`src/rtl/gray_conv_arbiter.sv`:
```
// gray_conv_arbiter: round-robin scheduler sharing one binary-to-Gray converter among NREQ requesters.
// Latency: gnt pulses combinationally in cycle N; registered result and out_valid appear in cycle N+1.
// Backpressure: while a result is held and out_ready=0, no grant is issued and the result stays stable.
//
// Ports:
//   clk        system clock, rising edge
//   rst        asynchronous active-high reset
//   req        per-requester request bits
//   bin_in     packed binary words, requester i at [i*WIDTH +: WIDTH]
//   gnt        one-hot single-cycle grant pulse
//   out_valid  held result is valid
//   out_ready  consumer accepts the result when out_valid && out_ready
//   out_gray   registered Gray code of the granted word
//   out_id     index of the requester that produced out_gray
//   out_parity XOR of out_gray bits (present only when GRAY_CONV_PARITY_EN is defined)
//
// Build option: define GRAY_CONV_PARITY_EN to add the registered out_parity output.

module gray_conv_arbiter #(
  parameter int NREQ  = 4,
  parameter int WIDTH = 4
) (
  input  logic                       clk,
  input  logic                       rst,
  input  logic [NREQ-1:0]            req,
  input  logic [NREQ*WIDTH-1:0]      bin_in,
  output logic [NREQ-1:0]            gnt,
  output logic                       out_valid,
  input  logic                       out_ready,
  output logic [WIDTH-1:0]           out_gray,
  output logic [$clog2(NREQ)-1:0]    out_id
`ifdef GRAY_CONV_PARITY_EN
  ,
  output logic                       out_parity
`endif
);

  localparam int PW = $clog2(NREQ);

  typedef enum logic {
    S_IDLE = 1'b0,
    S_HOLD = 1'b1
  } state_t;

  state_t           r_state;
  state_t           w_state_nxt;

  logic [PW-1:0]    r_ptr;
  logic [PW-1:0]    w_ptr_nxt;
  logic [PW-1:0]    w_win;
  logic [PW:0]      w_sum;
  logic             w_any;
  logic             w_can_accept;
  logic             w_grant;
  logic [NREQ-1:0]  w_gnt;
  logic [WIDTH-1:0] w_bin;
  logic [WIDTH-1:0] w_gray;
  logic [WIDTH-1:0] r_gray;
  logic [PW-1:0]    r_id;

  // Round-robin search. Walking the offsets from highest to lowest and
  // overwriting on every hit leaves the smallest offset from r_ptr as the
  // winner, which is the first requester at or after the pointer.
  always_comb begin
    w_any = 1'b0;
    w_win = '0;
    w_sum = '0;
    for (int k = NREQ - 1; k >= 0; k--) begin
      w_sum = {1'b0, r_ptr} + (PW+1)'(k);
      if (w_sum >= (PW+1)'(NREQ)) begin
        w_sum = w_sum - (PW+1)'(NREQ);
      end
      if (req[w_sum[PW-1:0]]) begin
        w_any = 1'b1;
        w_win = w_sum[PW-1:0];
      end
    end
  end

  // A held result may be replaced in the same edge it drains, so a HOLD
  // state with out_ready high still accepts a new request.
  assign w_can_accept = (r_state == S_IDLE) || out_ready;

  // Gating with rst keeps gnt low for the whole reset window, even though
  // the state already reads IDLE during reset.
  assign w_grant = w_can_accept && w_any && !rst;
  assign w_gnt   = w_grant ? (NREQ'(1) << w_win) : '0;
  assign gnt     = w_gnt;

  assign w_bin  = bin_in[w_win*WIDTH +: WIDTH];
  assign w_gray = w_bin ^ (w_bin >> 1);

  assign w_ptr_nxt = (w_win == PW'(NREQ - 1)) ? '0 : w_win + PW'(1);

  // Next-state logic
  always_comb begin
    w_state_nxt = r_state;
    case (r_state)
      S_IDLE: begin
        if (w_grant) begin
          w_state_nxt = S_HOLD;
        end
      end
      S_HOLD: begin
        if (w_grant) begin
          w_state_nxt = S_HOLD;
        end else if (out_ready) begin
          w_state_nxt = S_IDLE;
        end
      end
      default: w_state_nxt = S_IDLE;
    endcase
  end

  always_ff @(posedge clk or posedge rst) begin
    if (rst) begin
      r_state <= S_IDLE;
    end else begin
      r_state <= w_state_nxt;
    end
  end

  // Result and pointer only move on a grant; draining without a new grant
  // leaves the last result in place behind out_valid=0.
  always_ff @(posedge clk or posedge rst) begin
    if (rst) begin
      r_gray <= '0;
      r_id   <= '0;
      r_ptr  <= '0;
    end else if (w_grant) begin
      r_gray <= w_gray;
      r_id   <= w_win;
      r_ptr  <= w_ptr_nxt;
    end
  end

  assign out_valid = (r_state == S_HOLD);
  assign out_gray  = r_gray;
  assign out_id    = r_id;

`ifdef GRAY_CONV_PARITY_EN
  logic r_parity;

  always_ff @(posedge clk or posedge rst) begin
    if (rst) begin
      r_parity <= 1'b0;
    end else if (w_grant) begin
      r_parity <= ^w_gray;
    end
  end

  assign out_parity = r_parity;
`endif

endmodule
```
`config.mk`:
```
export PLATFORM = sky130hd
export DESIGN_NAME = gray_conv_arbiter
export DESIGN_NICKNAME = d
export VERILOG_FILES = /design/src/rtl/gray_conv_arbiter.sv
export SDC_FILE = /design/constraint.sdc
export NUM_CORES = 1
export LEC_CHECK = 0
export ABC_AREA = 1
export CAP_MARGIN = 25
export CORE_AREA = 5 5 63 53
export CTS_CLUSTER_DIAMETER = 150
export DETAILED_ROUTE_END_ITERATION = 6
export DIE_AREA = 0 0 68 58
export PLACE_DENSITY = 0.77
export SLEW_MARGIN = 20
export SYNTH_ARGS = -nofsm -noshare
export SYNTH_HDL_FRONTEND = slang
export SYNTH_SLANG_ARGS = --single-unit
```
`constraint.sdc`:
```
create_clock -name clk -period 2.1 [get_ports clk]
set_input_delay 0.21 -clock clk [delete_from_list [all_inputs] [get_ports clk]]
set_output_delay 0.21 -clock clk [all_outputs]
set_load 0.03 [all_outputs]
```
==> flow_summary.ini <==
[run_status]
outcome = finished with violations
violations = setup timing

[timing]
fin_worst_skew_ps = 2.35
period_share = 1.03
rsz0062_at_grt = true
finalSetupViolCount = 4
worst_slew_pin_slew_ps = 309
layout_min_cycle_time_ps = 2160
slew_headroom = 0.793
finalMaxSlewViolations = 0
hold_viol = 0
clock.fmax_mhz = 463
postLayoutSetupSlackWorst_ps = -60.2
timing.hold.ws_ps = 243

[cells_and_area]
fin_util = 0.606
drive_above_1_share = 0.340
diodes = 0
area_growth_pct = 60.0
nNetsFinal = 237
fillCellCount = 234

[logic_synthesis]
yosys_register_bits = 9
synth_top_area_cell = dfrtp_1
yosysWarnings = 0
synth.distinct_cells = 18
synth_ff_type = dfrtp_1
yosysMostFrequentCell = nand2_1
syn_nets = 187
synth.avg_cell_area_um2 = 6.30
yosysSeqAreaShare = 0.224
synth_edf_count = 0
synthTopCellsByArea = dfrtp_1 22%, nand2_1 20%, nand3_1 13%
synth_cells = 160
synth_common_cells = 55 x nand2_1, 27 x nand3_1, 25 x inv_1, 9 x dfrtp_1
syn-cell-area_mm2 = 0.00101
synthArstFlopShare = 1.00
synth_top_area_frac = 0.224

[setup_path]
cpMostUsedCell = nor2_1
crit_path_max_incr_delay_ps = 450
worstPathRequired_ps = 1890
path_max_fanout = 5
cp.arrival_ps = 1950
worstSetupEndpointType = output port
worstSetupPathType = flip-flop to output port
cp-start-kind = flip-flop
crit_slowest_cell = dfrtp_2
cp.depth = 10
path_cells = buf_6 -> o21ai_4 -> nor2_2 -> nor2_1 -> nand3_2 -> nand2_4 -> ha_4 -> inv_2 -> nor2_1 -> buf_4
reg2regPathDepth = 17
critPathTopFamily = simple AND/OR/NAND/NOR gates
crit_buf_inv = 3

[global_route]
grt_max_degree = 13
grtUsageTotal = 0.146
grt_first_pass_wirelength_um = 4540
overflow = 0
first_global_vias = 1037
antenna_found_initial = 0

[die]
io_pins = 34
die_area_mm2 = 0.00394
start_util = 0.379
core_mm2 = 0.00266
row_count = 17
die_y_um = 58
die_w_um = 68

[detailed_routing]
antenna_left = 0
drt_iter0_markers = 77
post_drt_wl_per_cell_um = 11.3
routed_wl_um = 2800
dr.pass1.iters = 4
avgViaCountPerCell = 4.60
drc = 0
dr_total_vias = 1137

[clock_network]
clk_pin_slew_worst_paths_ps = 60
cts_tree = done
cts_hold_buffers = 0
htree_num_levels = 1
clkSinkCount = 9
clk_path_buf_depth = 2
clock-root-buffer = clkbuf_4
clock_latency_ps = 260
numCtsBuffers = 3

[placed_design]
gp_congestion = 0.934
dpl.hpwl_um = 1950
dp_worst_setup_slack_ps = 8.75
io_buffers = 33

[power_and_ir_drop]
power_mw = 3.17
p_leak_nw = 0.819
power_density_mw_per_mm2 = 1970
vdd_ir_drop_max_v = 0.000633

[worst_hold_path]
hp-class = input port to asynchronous set/reset pin

[job]
max_cap_violations = 0
## flip-flops by register name, summed over array words and instances (netlist names)
signal	flops
out_valid	1
out_gray	4
out_id	2
r_ptr	2
## kinds of logic after synthesis
kind of cell	share of synthesized area
AO/OA/AOI/OAI	0.0422
adder cells (fa/ha/maj)	0.0497
AND/OR/NAND/NOR	0.529
flip-flops	0.224
buffers and inverters	0.155
## power by group
part	switching (mW)	leakage [nW]	internal, mW	total [mW]
Clock	0.0618	0.0150	0.0733	0.135
Combinational	1.58	0.696	1.12	2.70
Sequential	0.0718	0.108	0.262	0.334
## tightest hold or removal path: stages
cell	delay, ps
clkdlybuf4s50_1	400
inv_1	70
buf_4	170
## layout make-up
type / count / area [um^2] / share of cell area
Sequential cell: 9 / 226 / 0.141
Timing Repair Buffer: 50 / 470 / 0.292
Tap cell: 38 / 47.5 / 0.0295
Multi-Input combinational cell: 120 / 738 / 0.458
Clock buffer: 4 / 26.3 / 0.0163
Inverter: 26 / 103 / 0.0637
## final timing paths
path / start / to / slack [ps]
setup / recovery: r_ptr[0] / gnt[3] / -60
hold / removal: rst / out_gray[2] / 240
setup reg to reg: r_ptr[0] / out_gray[0] / 20
hold reg to reg: out_id[1] / out_id[1] / 490
max in group asynchronous: rst / r_ptr[0] / 1710
min in group clk: out_id[1] / out_id[1] / 490
## routing by layer
| metal | share of wire | GRT usage |
|---|---|---|
| met4 | 0.011 | 0.0312 |
| met3 | 0.076 | 0.0446 |
| met5 | 0 | 0 |
| met1 | 0.48 | 0.196 |
| met2 | 0.44 | 0.228 |
## timing repair
item	CTS	global route
pin swaps	22	7
gates resized for setup	28	16
endpoints found under the setup margin	4	8
setup buffers	8	1
## per-stage QoR
| step | area (um^2) | TNS [ps] | instances |
|---|---|---|---|
| finish | 1610 | -204 | 247 |
| CTS | 1560 | -120 | 247 |
| floorplan | 1010 | 0 | 160 |
| global route | 1610 | -1060 | 247 |
| detailed placement | 1390 | 0 | 235 |
| global placement | 1390 | 0 | 235 |
## cells in the final DEF (no fill, tap or decap)
cell type	instances
buf_4	15
buf_6	6
clkbuf_1	1
clkbuf_4	3
clkdlybuf4s50_1	29
dfrtp_1	8
dfrtp_2	1
ha_4	4
inv_1	16
inv_2	8
inv_4	2
nand2_1	48
nand2_2	12
nand2_4	4
nand3_1	23
nand3_2	11
nand3b_1	3
nand4_1	1
nor2_1	4
nor2_2	3
o21ai_0	4
o21ai_1	1
o21ai_2	1
o21ai_4	1
Power figures use the tool's default switching activity.
==> RTL change 1 (same settings) <==
Change the parameter `NREQ` from 4 to 2.
--- a/src/rtl/gray_conv_arbiter.sv
+++ b/src/rtl/gray_conv_arbiter.sv
@@ -17,7 +17,7 @@
 // Build option: define GRAY_CONV_PARITY_EN to add the registered out_parity output.
 
 module gray_conv_arbiter #(
-  parameter int NREQ  = 4,
+  parameter int NREQ  = 2,
   parameter int WIDTH = 4
 ) (
   input  logic                       clk,
Ports: changed (resized bin_in, gnt, out_id and req); port bits go from 34 to 21. The function was not compared with the original's and may differ.
==> RTL change 1 against the unedited design <==
Power is 84% lower. Setup slack better by 0.56 ns. Critical path depth is 4 lower. Clock power is 11% lower. Final area is 52% lower. Routed wire length is 55% lower. Area after synthesis is 50% lower. Sequential cell count is 2 lower. Critical path type is now in2out.
==> RTL change 1: results (changes against the unedited design) <==
Post-synthesis net count: 83 (-56%). After synthesis, the cell types taking the most area are sky130_fd_sc_hd__dfrtp_1, sky130_fd_sc_hd__nand2_1, sky130_fd_sc_hd__nand2_2. For the setup TNS, the log shows 0 ns (+0.204 ns). The count of port buffers added during placement is 20 (-39%), and the relative max-transition margin is 78.7% (-0.61 points). The number of flip-flops under the largest register name was 4 (unchanged).

The post-CTS setup buffer count was 0 (-8). For the quantity of gates resized following cts, the log shows 0 (-100%). After synthesis, the most frequently instantiated cells are sky130_fd_sc_hd__nand2_1, sky130_fd_sc_hd__inv_1, sky130_fd_sc_hd__nand2_2, sky130_fd_sc_hd__nand3_1, sky130_fd_sc_hd__dfrtp_1.

CTS placed an instance of sky130_fd_sc_hd__clkbuf_4 at the clock tree root. The switching power summed over all nets is 0.191 mW (-89%). Ratio of routed vias to standard cells: 3.83 (-17%). The share of final-layout standard cells stronger than drive strength 1 came out at 23.2% (-11 points). The per-cell routed wire length was 9.53 um (-16%); the via count of the first global-routing pass was 497 (-52%).

The logs give 34.7% (+12 points) for the proportion of synthesized chip area in sequential cells and 0.00163 ns (-0.000723 ns) for the worst clock skew. The tools report the global-route wire length before repair as 2.01 mm (-56%). The run gives 11 (-2) as the pin count of the biggest net entering global routing. Among all stages on the critical path, the largest delay is contributed by sky130_fd_sc_hd__clkdlybuf4s50_1. The flow ran to the end, and the final reports show no timing, DRC or antenna violations. The number of antenna violations at the first check in global routing was 0 (unchanged). The run gives 16 (-79%) as the number of design-rule violations left by the first detailed-router iteration. The gate family responsible for the most delay along the worst path is buffers and inverters. The static power due to leakage came out at 0.382 nW (-53%). The number of nets in the finished design came out at 109 (-54%). The final HPWL from detailed placement came out at 1.07 mm (-45%). The tools report the number of inserted filler cells in the final layout as 285 (+22%). The delay of the slowest cell on the worst path came out at 0.55 ns (+0.10 ns).

Worst supply voltage drop on vdd: 0.178 mV (-72%). The number of optimization iterations in the first detailed-route pass was 4 (unchanged). The final estimated routing congestion in global placement was 0.795 (-15%); the largest fanout of any net on the critical path was 10 (+5). For the total clock buffers created by CTS, the log shows 3 (unchanged). For the global-route total usage across every layer, the log shows 6.57% (-8.0 points). The run gives 1.39 ns (-0.56 ns) as the worst endpoint data arrival time.

The tools report the total cell area at the placement stage as 752 um2 (-46%). The run gives 17 (-1) as the count of cell types in the netlist.
RTL change 1: metrics by stage:
stage	setup slack, ns	cells	hold WS (ns)
after floorplan	0.550	70	0.0287
after global placement	0.527	129	0.479
after detailed placement	0.484	129	0.479
after CTS	0.484	133	0.303
after global routing	0.409	133	0.322
final	0.497	133	0.296
RTL change 1: path summary, 6_finish.rpt:
| kind | start | to | slack (ns) | cells after the start |
|---|---|---|---|---|
| max in group asynchronous | rst | out_gray[1]$_DFFE_PP0P_ | 1.68 | 3 |
| setup / recovery | req[0] | gnt[0] | 0.50 | 6 |
| min in group clk | out_gray[2]$_DFFE_PP0P_ | out_gray[2]$_DFFE_PP0P_ | 0.49 | 2 |
| hold reg to reg | out_gray[2]$_DFFE_PP0P_ | out_gray[2]$_DFFE_PP0P_ | 0.49 | 2 |
| hold / removal | rst | out_gray[3]$_DFFE_PP0P_ | 0.30 | 3 |
| setup reg to reg | r_ptr$_DFFE_PP0P_ | out_gray[1]$_DFFE_PP0P_ | 0.96 | 8 |
RTL change 1: layout make-up:
type                    instances  area [um2]  area share [%]
inverters                      10        37.5            4.82
well taps                      38        47.5            6.11
clock buffers                   4        26.3            3.38
multi-input cells              52         282            36.2
flip-flops and latches          7         175            22.5
repair buffers                 22         210            27.0
RTL change 1: power by group through the flow:
stage               Combinational, mW  Clock, mW  Sequential (mW)
floorplan                      0.0919          0            0.216
finish                          0.225      0.120            0.172
global route                    0.243      0.136            0.175
CTS                             0.227      0.125            0.172
global placement                0.223          0            0.174
detailed placement              0.227          0            0.174
RTL change 1: worst min-delay path: stages:
cell and delay, ns:
sky130_fd_sc_hd__clkdlybuf4s50_1 0.40, sky130_fd_sc_hd__inv_1 0.10, sky130_fd_sc_hd__buf_4 0.17
RTL change 1: metal layers:
| metal | part of all wire [%] | track usage [%] | vias up |
|---|---|---|---|
| met2 | 52 | 10.9 | 12 |
| li1 | - | - | 267 |
| met4 | 0 | 1.70 | 0 |
| met3 | 5.8 | 2.91 | 0 |
| met1 | 42 | 7.69 | 231 |
| met5 | 0 | 0 | - |
RTL change 1: cell families (layout without fill, tap and decap cells):
kind of cell / count (synthesis) / count (layout) / synth area share (%)
simple gates: 46 / 46 / 49.0
buf+inv: 11 / 36 / 9.65
flops: 7 / 7 / 34.7
compound gates: 6 / 6 / 6.68
==> RTL change 2 (config.mk and constraints unchanged) <==
Made on the original files. Add a define of `GRAY_CONV_PARITY_EN`.
--- a/src/rtl/gray_conv_arbiter.sv
+++ b/src/rtl/gray_conv_arbiter.sv
@@ -15,6 +15,8 @@
 //   out_parity XOR of out_gray bits (present only when GRAY_CONV_PARITY_EN is defined)
 //
 // Build option: define GRAY_CONV_PARITY_EN to add the registered out_parity output.
+
+`define GRAY_CONV_PARITY_EN
 
 module gray_conv_arbiter #(
   parameter int NREQ  = 4,
Check against the original RTL (old outputs only; new: out_parity): equivalent (equiv_simple and equiv_induct, registers matched by name and starting in step).
==> RTL change 2 against the unedited design <==
The flow still finishes with violations (setup timing). Setup slack got worse by 0.0053 ns. Sequential cell count up 1. Routed wire length is 5.4% higher. Power rose by 3.3%. Via count increased by 7.7%. Area after synthesis is 3.4% higher. Clock power shrank 4%. Final area up 6.4%. Critical path depth grew 1. Highest routed layer is now met3.
==> RTL change 2: results (changes against the unedited design) <==
For the setup TNS, the log shows -0.173 ns (+0.0314 ns). For the via count of the first global-routing pass, the log shows 1161 (+12%). The tools report the pin count of the biggest net entering global routing as 20 (+7). The worst clock skew was 0.00208 ns (-0.000270 ns).

The reported combinational group power came out at 2.78 mW (+3%). The tools report the global-route total usage across every layer as 15.6% (+1.0 points). The smallest hold slack came out at 0.281 ns (+0.0380 ns). Total wire length after detailed routing: 2.95 mm (+5.4%).

The run finished, with violations left. Final HPWL from detailed placement: 2.09 mm (+7.1%). In the post-synthesis netlist, the biggest area contributors are sky130_fd_sc_hd__dfrtp_1, sky130_fd_sc_hd__nand2_1, sky130_fd_sc_hd__nand3_1. The tools report the non-filler instance count after layout as 261 (+5.7%). The static power due to leakage came out at 0.888 nW (+8.4%). Per-instance average area after synthesis: 6.02 um2 (-4.4%).

The number of inserted filler cells in the final layout was 226 (-3.4%); the count of endpoints failing setup in the final report was 4 (unchanged). The share of final-layout standard cells stronger than drive strength 1 came out at 31.4% (-2.6 points). The quantity of gates resized following cts is 17 (-39%).

The final reports fail on setup timing. The slew at the pin with the worst max-slew slack came out at 0.339 ns (+0.0297 ns). Cell total after placement: 252 (+7.2%). The register-to-register setup slack came out at 0.09 ns (+0.07 ns). The total internal power was 1.53 mW (+5.0%); the adder and majority cell fraction of the synthesized area was 4.81% (-0.16 points).

The proportion of synthesized chip area in sequential cells is 24.0% (+1.7 points), and the post-CTS setup buffer count is 2 (-6). The post-synthesis net count is 200 (+7.0%). The number of cells on the worst reg-to-reg path is 15 (-2).

In this run the worst setup path terminates at gnt[1]. The global-route wire length before repair is 4.96 mm (+9.3%). The post-route met1 wirelength came out at 1.43 mm (+6.7%). The run gives 22.4% (+2.8 points) as the global routing met1 resource utilization.

Number of design-rule violations left by the first detailed-router iteration: 83 (+7.8%). Gate family responsible for the most delay along the worst path: buffers and inverters. Ratio of routed vias to standard cells: 4.69 (+2.0%).

The post-layout worst setup margin was -0.0655 ns (-0.00532 ns). The met3 capacity usage during global routing was 1.94% (-2.5 points); the synthesized-area fraction occupied by ao, oa, aoi and oai cells was 7.21% (+3.0 points). The run gives 180 um (-16%) as the met3 wirelength from detailed routing.
## RTL change 2: cell count changes after synthesis, sizes merged, moves of 3 or more
cell,before,now
inv,26,30
nand2,64,69
nand3b,3,0
o21ai,7,12
## RTL change 2: metrics by stage
| step | cell area [um2] | utilization (%) | setup WS (ns) |
|---|---|---|---|
| 2_1_floorplan | 1050 | - | 0.0905 |
| 4_1_cts | 1580 | 59.3 | 0.00337 |
| 6_report | 1710 | 64.5 | -0.0655 |
| 5_1_grt | 1710 | 64.5 | -0.143 |
| 3_3_place_gp | 1480 | 55.8 | -0.0171 |
| 3_5_place_dp | 1480 | 55.8 | -0.0799 |
## RTL change 2: worst register-to-register path: stages, from the launching register on
cell                      delay, ns
sky130_fd_sc_hd__dfrtp_2       0.46
sky130_fd_sc_hd__buf_4         0.15
sky130_fd_sc_hd__o21ai_2       0.15
sky130_fd_sc_hd__nand2_1       0.11
sky130_fd_sc_hd__nand2_2       0.09
sky130_fd_sc_hd__inv_2         0.05
sky130_fd_sc_hd__nand3_2       0.10
sky130_fd_sc_hd__nand2_4       0.08
sky130_fd_sc_hd__buf_4         0.15
sky130_fd_sc_hd__buf_12        0.14
sky130_fd_sc_hd__nand2_1       0.06
sky130_fd_sc_hd__nand3_1       0.07
sky130_fd_sc_hd__nand2_1       0.09
sky130_fd_sc_hd__nand2_1       0.06
sky130_fd_sc_hd__nand3_1       0.08
sky130_fd_sc_hd__nand2_1       0.05
## RTL change 2: layout make-up
type                       instances  area [um2]  share of cell area (%)
inverter                          30         118                    6.86
sequential                        10         251                    14.7
multi-input combinational        128         764                    44.6
timing repair buffer              52         510                    29.8
tap                               38        47.5                    2.77
clock buffer                       3        22.5                    1.31
